**src/rtl/mem_arbiter_pkg.sv**
```systemverilog
// Shared types for the memory arbiter: FSM states, grant kinds and the
// all-ones data returned when a transfer times out.
package mem_pkg;

  typedef enum logic [1:0] {
    ST_IDLE,
    ST_BUSY,
    ST_RESP
  } state_e;

  typedef enum logic [1:0] {
    GT_FETCH,
    GT_READ,
    GT_WRITE,
    GT_DMA
  } grant_e;

  // Wide enough for any supported data width; callers slice [RV-1:0].
  localparam int ERR_W = 1024;
  localparam logic [ERR_W-1:0] ERR_DATA = '1;

endpackage

```
**src/rtl/mem_arbiter_if.sv**
```systemverilog
// Core, DMA and downstream memory handshakes of mem_arbiter in one bundle.
// slave = arbiter view, master = the surrounding core/DMA/memory.
interface mem_arbiter_if #(
  parameter int RV = 16,
  parameter int VA = RV
);
  localparam int AW = VA - RV/16;
  localparam int MW = RV/8;

  logic          ifetch;
  logic [1:0]    rstrobe;
  logic [MW-1:0] wmask;
  logic          io_access;
  logic [AW-1:0] addr;
  logic [RV-1:0] wdata;
  logic          idone, rdone, wdone;
  logic [RV-1:0] rdata;

  logic          dma_req, dma_we;
  logic [AW-1:0] dma_addr;
  logic [RV-1:0] dma_wdata;
  logic          dma_ack;
  logic [RV-1:0] dma_rdata;

  logic          mem_req, mem_we, mem_io;
  logic [AW-1:0] mem_addr;
  logic [RV-1:0] mem_wdata;
  logic [MW-1:0] mem_mask;
  logic          mem_ack;
  logic [RV-1:0] mem_rdata;

  logic          bus_err;

  modport slave (
    input  ifetch, rstrobe, wmask, io_access, addr, wdata,
    output idone, rdone, wdone, rdata,
    input  dma_req, dma_we, dma_addr, dma_wdata,
    output dma_ack, dma_rdata,
    output mem_req, mem_we, mem_io, mem_addr, mem_wdata, mem_mask,
    input  mem_ack, mem_rdata,
    output bus_err
  );

  modport master (
    output ifetch, rstrobe, wmask, io_access, addr, wdata,
    input  idone, rdone, wdone, rdata,
    output dma_req, dma_we, dma_addr, dma_wdata,
    input  dma_ack, dma_rdata,
    input  mem_req, mem_we, mem_io, mem_addr, mem_wdata, mem_mask,
    output mem_ack, mem_rdata,
    input  bus_err
  );

endinterface

```
**src/rtl/mem_arbiter_rr_arb2.sv**
```systemverilog
// Two-way round-robin pick: req[0] = core, req[1] = DMA; gnt=1 selects DMA.
// The loser of the last grant wins the next tie; core is favoured after reset.
module rr_arb2 (
  input  logic       clk,
  input  logic       reset,
  input  logic [1:0] req,
  input  logic       upd,
  output logic       gnt,
  output logic       any
);

  logic pref_dma;

  always_comb begin
    any = |req;
    gnt = (req[0] & req[1]) ? pref_dma : req[1];
  end

  always_ff @(posedge clk) begin
    if (!reset)
      pref_dma <= 1'b0;
    else if (upd && any)
      pref_dma <= ~gnt;
  end

endmodule

```
**src/rtl/mem_arbiter.sv**
```systemverilog
// Arbitrates core (fetch/read/write) and DMA onto one memory port with
// round-robin fairness, a per-transfer ack timeout and a sticky error flag.
module mem_arbiter
  import mem_pkg::*;
#(
  parameter int RV  = 16,
  parameter int VA  = RV,
  parameter int TMO = 255
) (
  input logic          clk,
  input logic          reset,
  mem_arbiter_if.slave bus
);

  localparam int AW = VA - RV/16;
  localparam int MW = RV/8;

  typedef struct packed {
    logic          we;
    logic          io;
    logic [AW-1:0] addr;
    logic [RV-1:0] wdata;
    logic [MW-1:0] mask;
  } mreq_t;

  state_e        state;
  grant_e        grant, core_ty, nxt_ty;
  mreq_t         nxt, cur;
  logic [7:0]    cnt;
  logic          core_req, pick_dma, any_req;
  logic [RV-1:0] resp_data;

  rr_arb2 u_rr (
    .clk   (clk),
    .reset (reset),
    .req   ({bus.dma_req, core_req}),
    .upd   (state == ST_IDLE),
    .gnt   (pick_dma),
    .any   (any_req)
  );

  always_comb begin
    core_req = (|bus.wmask) | (|bus.rstrobe) | bus.ifetch;
    if (|bus.wmask)        core_ty = GT_WRITE;
    else if (|bus.rstrobe) core_ty = GT_READ;
    else                   core_ty = GT_FETCH;

    nxt       = '0;
    nxt.addr  = bus.addr;
    nxt.wdata = bus.wdata;
    nxt_ty    = core_ty;
    if (pick_dma) begin
      nxt_ty    = GT_DMA;
      nxt.we    = bus.dma_we;
      nxt.addr  = bus.dma_addr;
      nxt.wdata = bus.dma_wdata;
      nxt.mask  = '1;
    end else begin
      unique case (core_ty)
        GT_WRITE: begin nxt.we = 1'b1; nxt.io = bus.io_access; nxt.mask = bus.wmask; end
        GT_READ:  begin nxt.io = bus.io_access; nxt.mask = MW'(bus.rstrobe); end
        default:  nxt.mask = '1;
      endcase
    end

    // No ack means the count ran out: hand back the error pattern instead.
    resp_data = bus.mem_ack ? bus.mem_rdata : ERR_DATA[RV-1:0];
  end

  always_ff @(posedge clk) begin
    if (!reset) begin
      state         <= ST_IDLE;
      grant         <= GT_FETCH;
      cur           <= '0;
      cnt           <= '0;
      bus.mem_req   <= 1'b0;
      bus.idone     <= 1'b0;
      bus.rdone     <= 1'b0;
      bus.wdone     <= 1'b0;
      bus.dma_ack   <= 1'b0;
      bus.rdata     <= '0;
      bus.dma_rdata <= '0;
      bus.bus_err   <= 1'b0;
    end else begin
      unique case (state)
        ST_IDLE: if (any_req) begin
          state       <= ST_BUSY;
          grant       <= nxt_ty;
          cur         <= nxt;
          cnt         <= '0;
          bus.mem_req <= 1'b1;
        end
        ST_BUSY: begin
          // Compare before increment so the counter never wraps.
          if (bus.mem_ack || cnt == 8'(TMO)) begin
            state       <= ST_RESP;
            bus.mem_req <= 1'b0;
            if (!bus.mem_ack) bus.bus_err <= 1'b1;
            if (grant == GT_DMA) bus.dma_rdata <= resp_data;
            else                 bus.rdata     <= resp_data;
            bus.idone   <= (grant == GT_FETCH);
            bus.rdone   <= (grant == GT_READ);
            bus.wdone   <= (grant == GT_WRITE);
            bus.dma_ack <= (grant == GT_DMA);
          end else begin
            cnt <= cnt + 8'd1;
          end
        end
        ST_RESP: begin
          state       <= ST_IDLE;
          bus.idone   <= 1'b0;
          bus.rdone   <= 1'b0;
          bus.wdone   <= 1'b0;
          bus.dma_ack <= 1'b0;
        end
        default: state <= ST_IDLE;
      endcase
    end
  end

  assign bus.mem_we    = cur.we;
  assign bus.mem_io    = cur.io;
  assign bus.mem_addr  = cur.addr;
  assign bus.mem_wdata = cur.wdata;
  assign bus.mem_mask  = cur.mask;

endmodule
```
**src/flat_wrapper.sv**
```systemverilog
// flat-port wrapper written by rule: the top's interface ports become plain ports
module mem_arbiter_flat import mem_pkg::*;
#(
  parameter int RV  = 16,
  parameter int VA  = RV,
  parameter int TMO = 255
)
  (clk, reset, bus_ifetch, bus_rstrobe, bus_wmask, bus_io_access, bus_addr, bus_wdata, bus_idone, bus_rdone, bus_wdone, bus_rdata, bus_dma_req, bus_dma_we, bus_dma_addr, bus_dma_wdata, bus_dma_ack, bus_dma_rdata, bus_mem_req, bus_mem_we, bus_mem_io, bus_mem_addr, bus_mem_wdata, bus_mem_mask, bus_mem_ack, bus_mem_rdata, bus_bus_err);
  mem_arbiter_if #(.RV(RV), .VA(VA)) bus_i ();
  input logic clk;
  input logic reset;
  input wire logic [$bits(bus_i.ifetch)-1:0] bus_ifetch;
  input wire logic [$bits(bus_i.rstrobe)-1:0] bus_rstrobe;
  input wire logic [$bits(bus_i.wmask)-1:0] bus_wmask;
  input wire logic [$bits(bus_i.io_access)-1:0] bus_io_access;
  input wire logic [$bits(bus_i.addr)-1:0] bus_addr;
  input wire logic [$bits(bus_i.wdata)-1:0] bus_wdata;
  output wire logic [$bits(bus_i.idone)-1:0] bus_idone;
  output wire logic [$bits(bus_i.rdone)-1:0] bus_rdone;
  output wire logic [$bits(bus_i.wdone)-1:0] bus_wdone;
  output wire logic [$bits(bus_i.rdata)-1:0] bus_rdata;
  input wire logic [$bits(bus_i.dma_req)-1:0] bus_dma_req;
  input wire logic [$bits(bus_i.dma_we)-1:0] bus_dma_we;
  input wire logic [$bits(bus_i.dma_addr)-1:0] bus_dma_addr;
  input wire logic [$bits(bus_i.dma_wdata)-1:0] bus_dma_wdata;
  output wire logic [$bits(bus_i.dma_ack)-1:0] bus_dma_ack;
  output wire logic [$bits(bus_i.dma_rdata)-1:0] bus_dma_rdata;
  output wire logic [$bits(bus_i.mem_req)-1:0] bus_mem_req;
  output wire logic [$bits(bus_i.mem_we)-1:0] bus_mem_we;
  output wire logic [$bits(bus_i.mem_io)-1:0] bus_mem_io;
  output wire logic [$bits(bus_i.mem_addr)-1:0] bus_mem_addr;
  output wire logic [$bits(bus_i.mem_wdata)-1:0] bus_mem_wdata;
  output wire logic [$bits(bus_i.mem_mask)-1:0] bus_mem_mask;
  input wire logic [$bits(bus_i.mem_ack)-1:0] bus_mem_ack;
  input wire logic [$bits(bus_i.mem_rdata)-1:0] bus_mem_rdata;
  output wire logic [$bits(bus_i.bus_err)-1:0] bus_bus_err;
  assign bus_i.ifetch = bus_ifetch;
  assign bus_i.rstrobe = bus_rstrobe;
  assign bus_i.wmask = bus_wmask;
  assign bus_i.io_access = bus_io_access;
  assign bus_i.addr = bus_addr;
  assign bus_i.wdata = bus_wdata;
  assign bus_idone = bus_i.idone;
  assign bus_rdone = bus_i.rdone;
  assign bus_wdone = bus_i.wdone;
  assign bus_rdata = bus_i.rdata;
  assign bus_i.dma_req = bus_dma_req;
  assign bus_i.dma_we = bus_dma_we;
  assign bus_i.dma_addr = bus_dma_addr;
  assign bus_i.dma_wdata = bus_dma_wdata;
  assign bus_dma_ack = bus_i.dma_ack;
  assign bus_dma_rdata = bus_i.dma_rdata;
  assign bus_mem_req = bus_i.mem_req;
  assign bus_mem_we = bus_i.mem_we;
  assign bus_mem_io = bus_i.mem_io;
  assign bus_mem_addr = bus_i.mem_addr;
  assign bus_mem_wdata = bus_i.mem_wdata;
  assign bus_mem_mask = bus_i.mem_mask;
  assign bus_i.mem_ack = bus_mem_ack;
  assign bus_i.mem_rdata = bus_mem_rdata;
  assign bus_bus_err = bus_i.bus_err;
  mem_arbiter #(.RV(RV), .VA(VA), .TMO(TMO)) u_core (.clk(clk), .reset(reset), .bus(bus_i));
endmodule
```
**config.mk**
```make
export PLATFORM = sky130hd
export DESIGN_NAME = mem_arbiter_flat
export DESIGN_NICKNAME = d
export VERILOG_FILES = /design/src/rtl/mem_arbiter_pkg.sv /design/src/rtl/mem_arbiter_if.sv /design/src/rtl/mem_arbiter_rr_arb2.sv /design/src/rtl/mem_arbiter.sv /design/src/flat_wrapper.sv
export SDC_FILE = /design/constraint.sdc
export NUM_CORES = 1
export LEC_CHECK = 0
export CAP_MARGIN = 15
export CORE_MARGIN = 5
export CORE_UTILIZATION = 38
export CTS_BUF_LIST = sky130_fd_sc_hd__clkbuf_8 sky130_fd_sc_hd__clkbuf_16
export DETAILED_ROUTE_END_ITERATION = 12
export PLACE_DENSITY_LB_ADDON = 0.1
export REMOVE_ABC_BUFFERS = 1
export SYNTH_ARGS = -nofsm -noshare
export SYNTH_HDL_FRONTEND = slang
export SYNTH_SLANG_ARGS = --single-unit
```
**constraint.sdc**
```tcl
create_clock -name clk -period 1.85 [get_ports clk]
set_input_delay 0.37 -clock clk [delete_from_list [all_inputs] [get_ports clk]]
set_output_delay 0.37 -clock clk [all_outputs]
set_load 0.01 [all_outputs]
```
* After elaboration in Yosys (flattened, before gate mapping)
Cells that the tools add are included.
Word-level totals: input port bits 89, register bits 86, output and inout port bits 73, logic and storage cells 82
Operators by class: mux-type cells 29, eq/ne operators 11, add/sub/neg operators 1, bitwise operators 6, reduce and logical (&&, ||, !) cells 18
Operators by type and width (count):
- 31-bit 2-to-1 mux | 1
- 16-bit 2-to-1 mux | 1
- 8-bit 2-to-1 mux | 2
- 8-bit case mux with 2 select lines | 1
- 3-bit AND reduction | 5
- 1-bit 2-to-1 mux | 12
- 2-bit 2-to-1 mux | 5
- 1-bit case mux with 2 select lines | 5
- 8-bit by 1-bit adder with 8-bit output (second input constant) | 1
- 2-bit equality test (second input constant) | 4
- 8-bit equality test (second input constant) | 1
- 2-bit case mux with 2 select lines | 2
- 2-bit OR reduction | 4
- 2-bit by 1-bit equality test with 1-bit output (second input constant) | 3
- 2-bit AND reduction | 3
- 2-bit zero test | 2
- 2-bit by 1-bit != test with 1-bit output (second input constant) | 2
- 2-bit nonzero test | 2
- 1-bit NOT | 3
- 2-bit != test (second input constant) | 1
- 1-bit OR | 2
- 1-bit bitwise AND | 1
- 1-bit logical AND | 1
- 1-bit logical OR | 1

* Logic depth before layout (Yosys ltp)
Gate-level depths: netlist of the first run.
depth in word-level cells 7, depth in mapped cells 7, depth with buffers taken out 5

* Hierarchy
From an unflattened synthesis of the first run, not the netlist that was laid out.
Unflattened totals: cell total of the unflattened synthesis 338, area, all modules 3613.5 µm²
By module, submodules not included:
- mem_arbiter | cells each 331, times used 1, sequential area each 1701.6 µm², area each 3553.4 µm²
- rr_arb2 | cells each 7, times used 1, sequential area each 20.0 µm², area each 60.1 µm²

* Least setup slack after synthesis of the first run
No wires, ideal clock.
kind input port to flip-flop, from input port bus_wmask[1], to register u_core.cnt[2], arrival 1.697 ns, setup slack 0.064 ns, buffers on the path 1, cell stages on the path 5, data required time 1.762 ns, library setup time 0.088 ns, path through or4_4 > o31a_4 > nand2b_1 > buf_6 > a311oi_2
On the way: cells in the longest elaborated chain, start to end 6
RTL lines:
- start: declaration | line flat_wrapper.sv:14 | input wire logic [$bits(bus_i.wmask)-1:0] bus_wmask;
- 2-bit OR reduction | line mem_arbiter.sv:43 | core_req = (|bus.wmask) | (|bus.rstrobe) | bus.ifetch;
- 1-bit OR (2 in a row) | line mem_arbiter.sv:43
- 2-bit OR reduction | line mem_arbiter_rr_arb2.sv:15 | any = |req;
- 2-bit by 1-bit != test with 1-bit output (no source line)
- 3-bit AND reduction (no source line)
- end signal: assignment | line mem_arbiter.sv:106 | cnt <= cnt + 8'd1;
- end: declaration | line mem_arbiter.sv:29 | logic [7:0] cnt;
Every way passes these cells. A chain may end at the register's enable or synchronous reset.

* Worst setup path after layout of the first run
Ends and elaborated chain as after synthesis.

==> results.json, run 1 <==
{
  "worst_pin_slew_ns": 0.468,
  "hold_slack_ns": 0.458,
  "p_int_mw": 3.36,
  "viasPerCell": 4.95,
  "synthTopCellsByArea": "dfxtp_1, mux2i_1, o2bb2ai_1",
  "synth_cells": 363,
  "clockBufferDepth": 2,
  "area_growth_pct": 59.6,
  "clock.fmax_mhz": 553,
  "n_fill_cell": 801,
  "dpl.hpwl_um": 7670,
  "htreeDepth": 3,
  "final_area_um2": 5820,
  "place_congestion": 0.769,
  "power_density_nw_per_um2": 772,
  "synth-compound-area-share": 0.195,
  "cp_max_fo": 8,
  "cts-buffers-inserted": 9,
  "path_cells": "clkdlybuf4s50_1 > or4_4 > o31a_4 > nand2b_4 > a311oi_2",
  "coreArea_um2": 9280,
  "peakVddDrop_v": 0.000465,
  "wl_um": 10300,
  "synth.distinct_cells": 45,
  "fin_worst_skew_ns": 0.0152,
  "hold_violations": 0,
  "grt_max_degree": 36,
  "avgSynthCellArea_um2": 10.0,
  "num_vias": 3309,
  "outcome": "completed",
  "max_stage_delay_ns": 0.44,
  "grt_pass1_wl_um": 16200,
  "hp-class": "register to register",
  "overflow": 0,
  "antenna_left": 0,
  "drive_above_1_share": 0.128,
  "arrival_ns": 2.07,
  "synthAdderAreaFrac": 0.00343,
  "fin_crit_ns": 1.81,
  "route.detailed.drc": 0,
  "p_sw_mw": 1.13,
  "synthSimpleGateAreaFrac": 0.151,
  "syn_area_um2": 3640,
  "grt_pass1_vias": 3371,
  "power_frac_seq": 0.459,
  "critPathKind": "input port to register",
  "worstSetupEndpointType": "register",
  "synth_top_family_by_area": "compound AO/OA/AOI/OAI gates",
  "synth_edf_count": 0,
  "slew_violations": 0,
  "period_share": 0.977,
  "diodes": 0,
  "synth-xor-area-share": 0,
  "dpl_cell_area_um2": 5560,
  "async_flop_share": 0,
  "start_util": 0.392,
  "die_area_um2": 11600,
  "setup_viol_count_final": 0,
  "cts_tree": "built",
  "clkLatencyLatePin_ns": 0.34,
  "pwr-share-comb": 0.221,
  "antenna_found_initial": 0,
  "synth_area_leader_cell": "dfxtp_1",
  "grt_usage": 0.174,
  "synth.ff_latch_count": 86,
  "ys.flop_type": "dfxtp_1",
  "clk_pin_slew_ns": 0.09,
  "port-buffer-count": 161,
  "maxCapViolCount": 0,
  "first_pass_iters": 4,
  "wl_per_cell_um": 15.3,
  "top_level_ports": 162,
  "die_w_um": 108,
  "muxShareOfSynthArea": 0.137,
  "cts_num_sinks": 86,
  "die_y_um": 108,
  "cts_root_buf": "clkbuf_8",
  "maxSlewHeadroom": 0.684,
  "grt_setup_unrepaired": "no",
  "drt_first_iter_violations": 94,
  "synth_top_area_share": 0.473,
  "finalNetCount": 625,
  "p_leak_nw": 2.32,
  "synth_warnings": 0,
  "yosysSeqAreaShare": 0.473,
  "critPathSlowestCell": "or4_4",
  "p_clk_frac": 0.321,
  "switching_share": 0.251,
  "num_rows": 35,
  "cp-start-kind": "input port",
  "required_ns": 2.11
}
==> cell usage after synthesis, types with 2 or more instances <==
cell / number
clkbuf_1: 13
o22ai_1: 2
nand2b_1: 21
nor2_1: 8
nand3_1: 6
mux2i_1: 50
nand4_1: 2
nor2b_1: 2
o211ai_1: 4
and2_1: 4
a21oi_1: 6
or4_1: 2
a31oi_1: 6
o21bai_1: 2
o21ai_0: 9
inv_1: 2
nand3b_1: 4
dfxtp_1: 86
o2bb2ai_1: 32
nor3_1: 2
buf_2: 10
nand2_1: 51
o221a_2: 16
buf_4: 2
==> routing by layer <==
layer,track usage,vias to the layer above,wire length [µm]
met1,0.212,1512,4430
met5,0,-,0
met4,0.0514,0,46
met3,0.0714,2,996
li1,-,1672,-
met2,0.283,123,4780
==> worst max-delay path: cells and delay by family <==
family | cells | cell delay, ns
buffers and inverters | 1 | 0.42
AO/OA/AOI/OAI | 2 | 0.64
AND/OR/NAND/NOR | 2 | 0.63
==> logic make-up (layout without fill, tap and decap cells) <==
family | Yosys count | after routing
AOI/OAI and AO/OA | 85 | 85
and+or+nand+nor | 110 | 110
DFF | 86 | 86
adders and majority gates | 1 | 1
buffers and inverters | 31 | 208
muxes | 50 | 50
==> worst paths after layout <==
check                                        start                      end  slack (ns)  depth (start not counted)
worst min register to register  u_core.bus.bus_err       u_core.bus.bus_err        0.46                          2
worst min-delay path            u_core.bus.bus_err       u_core.bus.bus_err        0.46                          2
worst max register to register       u_core.cnt[0]  u_core.bus.dma_rdata[9]        0.17                          6
worst max-delay path                  bus_wmask[1]            u_core.cnt[2]        0.04                          5
==> metrics by stage <==
stage / utilization / TNS (ns) / worst slack, ns / power [mW] / instances
2_1_floorplan: - / -69.35 / -1.74 / 2.47 / 335
3_3_place_gp: 0.599 / -16.06 / -0.445 / 3.08 / 652
3_5_place_dp: 0.599 / -17.08 / -0.474 / 3.09 / 652
4_1_cts: 0.624 / 0 / 0.00293 / 4.54 / 668
5_1_grt: 0.627 / 0 / 0.000517 / 4.71 / 669
6_report: 0.627 / 0 / 0.0420 / 4.49 / 669
==> placed cells by master (no fill, tap or decap), types with 4 or more instances in the layout <==
| cell | instances |
|---|---|
| nand2b_1 | 20 |
| a31oi_1 | 5 |
| buf_4 | 21 |
| mux2i_1 | 50 |
| nand3_1 | 6 |
| dfxtp_1 | 86 |
| o211ai_1 | 4 |
| nand3b_1 | 4 |
| and2_1 | 4 |
| clkbuf_8 | 10 |
| o21ai_0 | 8 |
| buf_12 | 5 |
| o2bb2ai_1 | 32 |
| clkdlybuf4s50_1 | 157 |
| a21oi_1 | 6 |
| nand2_1 | 50 |
| nor2_1 | 8 |
| o221a_2 | 16 |
==> registers in the layout, indices dropped and copies added (netlist names) <==
| register | count |
|---|---|
| u_core.bus.dma_rdata | 16 |
| u_core.bus.mem_wdata | 16 |
| u_core.bus.rdata | 16 |
| u_core.bus.mem_addr | 15 |
| u_core.cnt | 8 |
| u_core.bus.mem_mask | 2 |
| u_core.grant | 2 |
| u_core.state | 2 |
| u_core.bus.bus_err | 1 |
| u_core.bus.dma_ack | 1 |
| u_core.bus.idone | 1 |
| u_core.bus.mem_io | 1 |
| u_core.bus.mem_req | 1 |
| u_core.bus.mem_we | 1 |
| u_core.bus.rdone | 1 |
| u_core.bus.wdone | 1 |
| u_core.u_rr.pref_dma | 1 |
==> final cells by class <==
| cell class | instances | area (µm²) | share of cell area |
|---|---|---|---|
| Clock buffer | 10 | 138 | 0.0237 |
| Tap cell | 129 | 161 | 0.0277 |
| Multi-Input combinational cell | 246 | 1810 | 0.311 |
| Sequential cell | 86 | 1720 | 0.296 |
| Timing Repair Buffer | 189 | 1890 | 0.325 |
| Inverter | 3 | 11.3 | 0.00194 |
| Clock inverter | 6 | 86.3 | 0.0148 |
==> power groups by stage <==
stage	sequential, mW	combinational (mW)	clock, mW
final	2.06	0.991	1.44
after global routing	2.08	1.07	1.56
after CTS	2.06	0.998	1.48
after detailed placement	2.10	0.989	0
after global placement	2.10	0.980	0
after floorplan	2.15	0.322	0
==> what timing repair did <==
| item | in CTS | in global routing |
|---|---|---|
| gates resized for setup | 4 | 6 |
| buffers inserted | 0 | 0 |
| pin swaps | 0 | 3 |
| gates cloned | 0 | 1 |
| hold buffers | 0 | 0 |
| endpoints found under the setup margin | 12 | 43 |
Note: power is estimated with default switching activity, not from simulation.
==> inputs of run 2 (changes only) <==
--- a/config.mk
+++ b/config.mk
@@ -5,13 +5,14 @@
 export SDC_FILE = /design/constraint.sdc
 export NUM_CORES = 1
 export LEC_CHECK = 0
+export ABC_CLOCK_PERIOD_IN_PS = 1850
 export CAP_MARGIN = 15
 export CORE_MARGIN = 5
 export CORE_UTILIZATION = 38
 export CTS_BUF_LIST = sky130_fd_sc_hd__clkbuf_8 sky130_fd_sc_hd__clkbuf_16
 export DETAILED_ROUTE_END_ITERATION = 12
 export PLACE_DENSITY_LB_ADDON = 0.1
-export REMOVE_ABC_BUFFERS = 1
+export SLEW_MARGIN = 40
 export SYNTH_ARGS = -nofsm -noshare
 export SYNTH_HDL_FRONTEND = slang
 export SYNTH_SLANG_ARGS = --single-unit
==> results.json, run 2 (same netlist as run 1, synthesis figures left out) <==
{
  "coreArea_um2": 9280,
  "num_vias": 3376,
  "clock.fmax_mhz": 572,
  "wl_per_cell_um": 16.6,
  "crit_family": "simple AND/OR/NAND/NOR gates",
  "top_level_ports": 162,
  "p_sw_mw": 1.25,
  "hold_violations": 0,
  "arrival_ns": 2.02,
  "worst_pin_slew_ns": 0.450,
  "grt_setup_unrepaired": "no",
  "clk_pin_slew_ns": 0.09,
  "n_fill_cell": 818,
  "p_int_mw": 3.36,
  "hold_slack_ns": 0.382,
  "p_leak_nw": 2.34,
  "peakVddDrop_v": 0.000467,
  "hp-class": "input port to register",
  "path_cells": "dlymetal6s2s_1 > or4_4 > o31a_4 > nor2_4 > clkbuf_16 > o2bb2ai_1",
  "drive_above_1_share": 0.131,
  "drt_first_iter_violations": 144,
  "diodes": 0,
  "cts-buffers-inserted": 9,
  "required_ns": 2.12,
  "fin_crit_ns": 1.75,
  "die_y_um": 108,
  "wl_um": 11100,
  "antenna_left": 0,
  "critPathSlowestCell": "or4_4",
  "grt_pass1_vias": 3422,
  "tns_ns": 0,
  "grt_usage": 0.182,
  "die_w_um": 108,
  "p_clk_frac": 0.331,
  "place_congestion": 0.807,
  "slew_violations": 0,
  "max_stage_delay_ns": 0.55,
  "power_density_nw_per_um2": 785,
  "outcome": "completed",
  "area_growth_pct": 61.0,
  "syn-num-nets": 453,
  "cts_tree": "built",
  "switching_share": 0.270,
  "antenna_found_initial": 0,
  "pwr-share-comb": 0.222,
  "clkLatencyLatePin_ns": 0.36,
  "die_area_um2": 11600,
  "mostFrequentLayoutCells": "clkdlybuf4s50_1, dfxtp_1, nand2_1, mux2i_1, o2bb2ai_1",
  "path_buf_inv": 2,
  "viasPerCell": 5.05,
  "final_common_cell": "clkdlybuf4s50_1",
  "cts_root_buf": "clkbuf_8",
  "grt_pass1_wl_um": 16800,
  "maxSlewHeadroom": 0.697,
  "final_cells": 669,
  "worstSetupEndpointType": "register",
  "critPathKind": "input port to register",
  "num_rows": 35,
  "cts_num_sinks": 86,
  "period_share": 0.945,
  "first_pass_iters": 4,
  "postCtsSetupBuffers": 0,
  "dpl.hpwl_um": 8020,
  "route.detailed.drc": 0,
  "clockBufferDepth": 2,
  "setup_viol_count_final": 0,
  "cts_hold_buf": 0,
  "maxCapViolCount": 0,
  "power_frac_seq": 0.448,
  "grt_max_degree": 34,
  "htreeDepth": 3,
  "cp_max_fo": 8,
  "fin_worst_skew_ns": 0.0170,
  "start_util": 0.392,
  "overflow": 0,
  "dpl.cell_count": 650,
  "port-buffer-count": 161,
  "cp-start-kind": "input port",
  "finalNetCount": 625
}
-- run 2: cell count changes in the layout (fill, tap and decap cells not counted), sizes merged --
cell / before / now
clkbuf: 10 / 11
dlymetal6s2s: 3 / 4
clkdlybuf4s50: 157 / 156
clkinv: 4 / 3
inv: 3 / 5
buf: 29 / 27
-- run 2: cell type report --
type / instances / area (µm²) / share of cell area
clock buffers: 9 / 124 / 0.0211
clock inverters: 7 / 104 / 0.0177
inverters: 3 / 11.3 / 0.00192
multi-input cells: 246 / 1810 / 0.309
flip-flops and latches: 86 / 1720 / 0.293
well taps: 129 / 161 / 0.0275
repair buffers: 189 / 1930 / 0.329
-- run 2: layer usage --
layer	up-vias	part of all wire	global-route usage
met3	10	0.079	0.0564
li1	1672	-	-
met2	147	0.47	0.304
met5	-	0	0
met4	0	0.012	0.0604
met1	1547	0.43	0.223
-- run 2: through the flow --
stage / total power [mW] / instance area [µm²] / setup WS [ns] / util
5_1_grt: 4.79 / 5870 / 0.0161 / 0.632
4_1_cts: 4.61 / 5790 / -0.000381 / 0.623
3_3_place_gp: 3.08 / 5540 / -0.449 / 0.597
3_5_place_dp: 3.09 / 5540 / -0.497 / 0.597
6_report: 4.61 / 5870 / 0.101 / 0.632
2_1_floorplan: 2.51 / 3640 / 0.0644 / -
-- run 2: worst paths after layout --
| path | slack, ns | depth (start not counted) | end | startpoint |
|---|---|---|---|---|
| setup / recovery | 0.10 | 6 | u_core.bus.mem_wdata[5] | bus_rstrobe[0] |
| hold / removal | 0.38 | 3 | u_core.cnt[4] | reset |
| setup reg to reg | 0.19 | 6 | u_core.bus.dma_rdata[1] | u_core.cnt[0] |
| hold reg to reg | 0.46 | 2 | u_core.bus.dma_rdata[9] | u_core.bus.dma_rdata[9] |
-- run 2: worst register-to-register path, cell delays in order, from the launching register on --
cell	delay [ns]
dfxtp_1	0.39
ha_2	0.23
nand3_1	0.14
o21bai_2	0.19
and4_1	0.27
buf_12	0.19
mux2i_1	0.20
-- run 2: power by group through the flow --
stage	clock, mW	combinational (mW)	sequential, mW
floorplan	0	0.360	2.15
global placement	0	0.978	2.10
detailed placement	0	0.989	2.10
CTS	1.54	1.00	2.06
global route	1.61	1.10	2.08
finish	1.52	1.02	2.06
-- run 2: repair_timing --
action	in CTS	in global routing
endpoints found under the setup margin	15	66
pin swaps	0	3
resized for setup	4	9
gates cloned	0	3
==> patch 1, RTL diff (flow settings as in run 1) <==
`RV` is set to 16 in 3 places; all go to 32.
--- a/src/rtl/mem_arbiter_if.sv
+++ b/src/rtl/mem_arbiter_if.sv
@@ -3,3 +3,3 @@
 interface mem_arbiter_if #(
-  parameter int RV = 16,
+  parameter int RV = 32,
   parameter int VA = RV
--- a/src/rtl/mem_arbiter.sv
+++ b/src/rtl/mem_arbiter.sv
@@ -5,3 +5,3 @@
 #(
-  parameter int RV  = 16,
+  parameter int RV  = 32,
   parameter int VA  = RV,
--- a/src/flat_wrapper.sv
+++ b/src/flat_wrapper.sv
@@ -3,3 +3,3 @@
 #(
-  parameter int RV  = 16,
+  parameter int RV  = 32,
   parameter int VA  = RV,
Ports: changed (11 resized); port bits go from 162 to 307. The function was not compared with the original's and may differ.
==> patch 1 against run 1 <==
Fmax shrank 0.24%. Count of clock-buffer cells in the layout grew 9. Non-clock buffer count grew 166. Setup slack lost 4.3 ps. Sequential share of layout area shrank 0.13 points. Area after synthesis grew 67%. Routed wire length grew 110%. Sequential cell count grew 65. Synthesized cell count grew 80%. Final area grew 76%. Core utilization grew 2.4 points. Total power grew 97%. Largest power group unchanged. Highest routed layer unchanged.
==> patch 1: results <==
set metrics [dict create \
    cp.arrival_ps 2150 \
    met3_usage_pct 8.73 \
    first_pass_iters 6 \
    whs_endpoint "u_core.bus.mem_mask[0]$_SDFFE_PN0P_" \
    place_congestion 0.916 \
    dp_hpwl_um 16000 \
    hp-start "bus_wmask[0]" \
    clk_pin_slew_ps 60 \
    critical-path-max-stage-delay_ps 500 \
    worstHoldPathCells 3 \
    hold_class "in2reg" \
    insertion_delay_ps 410 \
    grt_start_max_net_pins 121 \
    fin_ws_ps 37.7 \
    r2r-start "u_core.cnt[1]$_SDFFE_PN0P_" \
    grt_antenna_before_repair 1 \
    grt_pass1_vias 6391 \
    grt_pass1_wl_um 33200 \
    io_buffers 306 \
    leakage_nw 3.93 \
    grt.total_usage_pct 22.6 \
    finalNetCount 1138 \
    met3_length_um 2060 \
    synthTopCellsByArea "dfxtp_1, o221a_2, nand2_1" \
    worstSetupStartpoint "bus_rstrobe[1]" \
    ff2ff_setup_slack_ps 90 \
    rr_endpoint "u_core.bus.dma_rdata[27]$_SDFFE_PN0P_" \
    status "complete, no violations" \
    slew_headroom_pct 67.0 \
    root_buffer "clkbuf_16" \
    fin_worst_skew_ps 9.23 \
    cts_resized 0 \
    grt_use_met2_pct 36.5 \
    detail_route.iter0.violations 362 \
    numCtsBuffers 17 \
    dp_cells 1162 \
    ys_seq_area_share_pct 49.8 \
    drive_gt1_share_pct 16.8 \
    routed-via-count 6337 \
    top_layer_used "met4" \
    worstSetupEndpoint "u_core.bus.mem_addr[13]$_SDFFE_PN0P_" \
    via_per_inst 5.29 \
    cp_top_family "buffers and inverters" \
    post-place-ws_ps -457 \
    cp_max_fo 19 \
    met2_wirelength_um 10000 \
    wl_per_cell_um 17.9 \
    htreeDepth 4 \
    cp_slowest_cell "clkdlybuf4s50_1" \
    async_flop_share_pct 0 \
    placed_cell_area_mm2 0.00963 \
    synthDistinctLibCells 46 \
    r2r_cells 6 \
    ir_worst_vdd_mv 0.618 \
    avgSynthCellArea_um2 9.27 \
    grt_use_met1_pct 26.0 \
    wl_met1_um 8490 \
    holdWs_ps 418 \
    synth_commonest_cells "dfxtp_1, nand2_1, o221a_2" \
]
[patch 1: cell types whose count changed after synthesis, moves of 42 or more]
cell | before | now
o221a_2 | 16 | 67
nand2_1 | 51 | 131
a31oi_1 | 6 | 66
dfxtp_1 | 86 | 151
mux2i_1 | 50 | 0
o21ai_1 | 0 | 42
[patch 1: kinds of logic after synthesis]
| group | Yosys count | synth area share [%] |
|---|---|---|
| DFF | 151 | 49.8 |
| AOI/OAI and AO/OA | 238 | 29.9 |
| and+or+nand+nor | 197 | 15.0 |
| adders and majority gates | 1 | 0.206 |
| buffers and inverters | 68 | 5.03 |
[patch 1: final cells by class]
class	count	area, µm²
fillers	1276	5510
clock inverters	13	108
clock buffers	19	453
inverters	7	26.3
diodes	1	2.50
well taps	216	270
repair buffers	355	3580
multi-input cells	436	2800
flip-flops and latches	151	3020
[patch 1: power by group]
part	switching (mW)	leakage, nW	internal (mW)
logic	0.828	2.42	1.11
clock network	1.34	0.270	1.91
registers	0.154	1.24	3.51
==> patch 2, RTL diff (settings of run 1) <==
Made on the original files. Reset style: asynchronous (`reset`), changed in 2 clocked blocks.
--- a/src/rtl/mem_arbiter_rr_arb2.sv
+++ b/src/rtl/mem_arbiter_rr_arb2.sv
@@ -18,3 +18,3 @@
 
-  always_ff @(posedge clk) begin
+  always_ff @(posedge clk or negedge reset) begin
     if (!reset)
--- a/src/rtl/mem_arbiter.sv
+++ b/src/rtl/mem_arbiter.sv
@@ -69,3 +69,3 @@
 
-  always_ff @(posedge clk) begin
+  always_ff @(posedge clk or negedge reset) begin
     if (!reset) begin
Function: differs if reset is asserted again (counterexample within 4 cycles, from zero or initial values and one cycle with reset low); with reset held inactive, the same outputs for 10 cycles.
==> patch 2 against run 1 <==
Area after synthesis rose by 3.3%. Setup slack improved by 53 ps. Sequential cell count did not move. Final area rose by 3.4%. Routed wire length rose by 8.7%. Sequential share of layout area rose by 6.2 points.
Power is not compared: it rests on default switching activity, and its combinational part moved more than twofold at a synthesized area within 25%.
==> patch 2: results <==
set metrics [dict create \
    holdWs_ps 478 \
    wl_per_cell_um 16.4 \
    critical-path-max-stage-delay_ps 390 \
    ys_seq_area_share_pct 57.2 \
    placed_cell_area_mm2 0.00573 \
    grt_pass1_vias 3583 \
    routed-via-count 3506 \
    status "complete, no violations" \
    cp.arrival_ps 1970 \
    synth_commonest_cells "dfrtp_1, a21oi_1, nand2_1" \
    cp_top_family "simple AND/OR/NAND/NOR gates" \
    place_congestion 0.790 \
    fin_worst_skew_ps 10.3 \
    cts_resized 0 \
    finalNetCount 630 \
    dp_hpwl_um 8040 \
    slew_headroom_pct 65.8 \
    ff2ff_setup_slack_ps 100 \
    synthDistinctLibCells 42 \
    detail_route.iter0.violations 186 \
    grt_pass1_wl_um 18000 \
    io_buffers 161 \
    drive_gt1_share_pct 12.3 \
    async_flop_share_pct 100 \
    cp_slowest_cell "dfrtp_1" \
    n_fill_cell 846 \
    grt.total_usage_pct 19.2 \
    synthTopCellsByArea "dfrtp_1, a21oi_1, o32a_1" \
    cp_max_fo 7 \
    ys.flop_type "dfrtp_1" \
]
==> patch 2: cell types whose count changed in the layout (fill, tap and decap cells not counted), moves of 15 or more <==
cell / change
dfrtp_1: +86
o221a_2: -16
o2bb2ai_1: -32
mux2i_1: -50
o32a_1: +32
nor2_1: +26
nand2b_1: -15
dfxtp_1: -86
a21oi_1: +60
==> patch 2: metrics by stage <==
stage | worst slack, ps | power (mW) | std cells
6_report | 95.2 | 9.79 | 678
5_1_grt | 2.21 | 10.5 | 678
4_1_cts | 110 | 9.90 | 678
3_5_place_dp | -191 | 8.30 | 659
3_3_place_gp | -172 | 8.21 | 659
2_1_floorplan | -309 | 5.46 | 333
==> patch 2: per-layer routing <==
metal  global-route usage [%]  up-vias  wire length, µm
met4                     6.86        0              213
li1                         -     1662                -
met5                        0        -                0
met3                     7.52       16             1140
met1                     24.0     1704             4680
met2                     30.2      124             5110
==> patch 2: logic make-up after synthesis <==
logic type | Yosys count | share of synthesized area, %
xor gates and xnor gates | 1 | 0.233
DFF | 86 | 57.2
and+or+nand+nor | 102 | 12.7
AOI/OAI and AO/OA | 138 | 25.9
buffers and inverters | 29 | 3.72
adders and majority gates | 1 | 0.332
==> patch 2: worst paths after layout <==
check | from | endpoint | cells past startpoint
worst max-delay path | u_core.cnt[0]$_DFFE_PN0P_ | u_core.bus.rdone$_DFFE_PN0P_ | 5
worst min-delay path | u_core.bus.bus_err$_DFFE_PN0P_ | u_core.bus.bus_err$_DFFE_PN0P_ | 1
worst max register to register | u_core.cnt[0]$_DFFE_PN0P_ | u_core.bus.rdone$_DFFE_PN0P_ | 5
worst min register to register | u_core.bus.bus_err$_DFFE_PN0P_ | u_core.bus.bus_err$_DFFE_PN0P_ | 1
max in group asynchronous | reset | u_core.bus.mem_wdata[13]$_DFFE_PN0P_ | 3
min in group asynchronous | reset | u_core.bus.dma_rdata[15]$_DFFE_PN0P_ | 2
==> patch 2: worst reg2reg max path, stage by stage (launching register included) <==
cell and delay [ps]:
dfrtp_1 390, ha_1 220, and3_1 280, a21oi_4 280
nand2b_1 320, o21ai_0 140
==> patch 2: layout make-up <==
type | count | area share [%]
sequential | 86 | 35.8
clock buffer | 11 | 2.52
multi-input combinational | 242 | 24.7
clock inverter | 5 | 1.35
inverter | 5 | 0.312
timing repair buffer | 196 | 32.6
tap | 133 | 2.77
==> patch 2: timing repair <==
action | CTS | global route
setup buffers | 2 | 0
endpoints found under the setup margin | 33 | 0
hold buffers | 1 | 0
endpoints found under the hold margin | 24 | 0
==> patch 2: power groups by stage <==
stage	Sequential, mW	Clock, mW	Combinational [mW]
finish	3.28	1.52	4.99
CTS	3.28	1.56	5.06
global route	3.40	1.63	5.45
detailed placement	3.31	0	4.99
global placement	3.28	0	4.93
floorplan	3.63	0	1.84
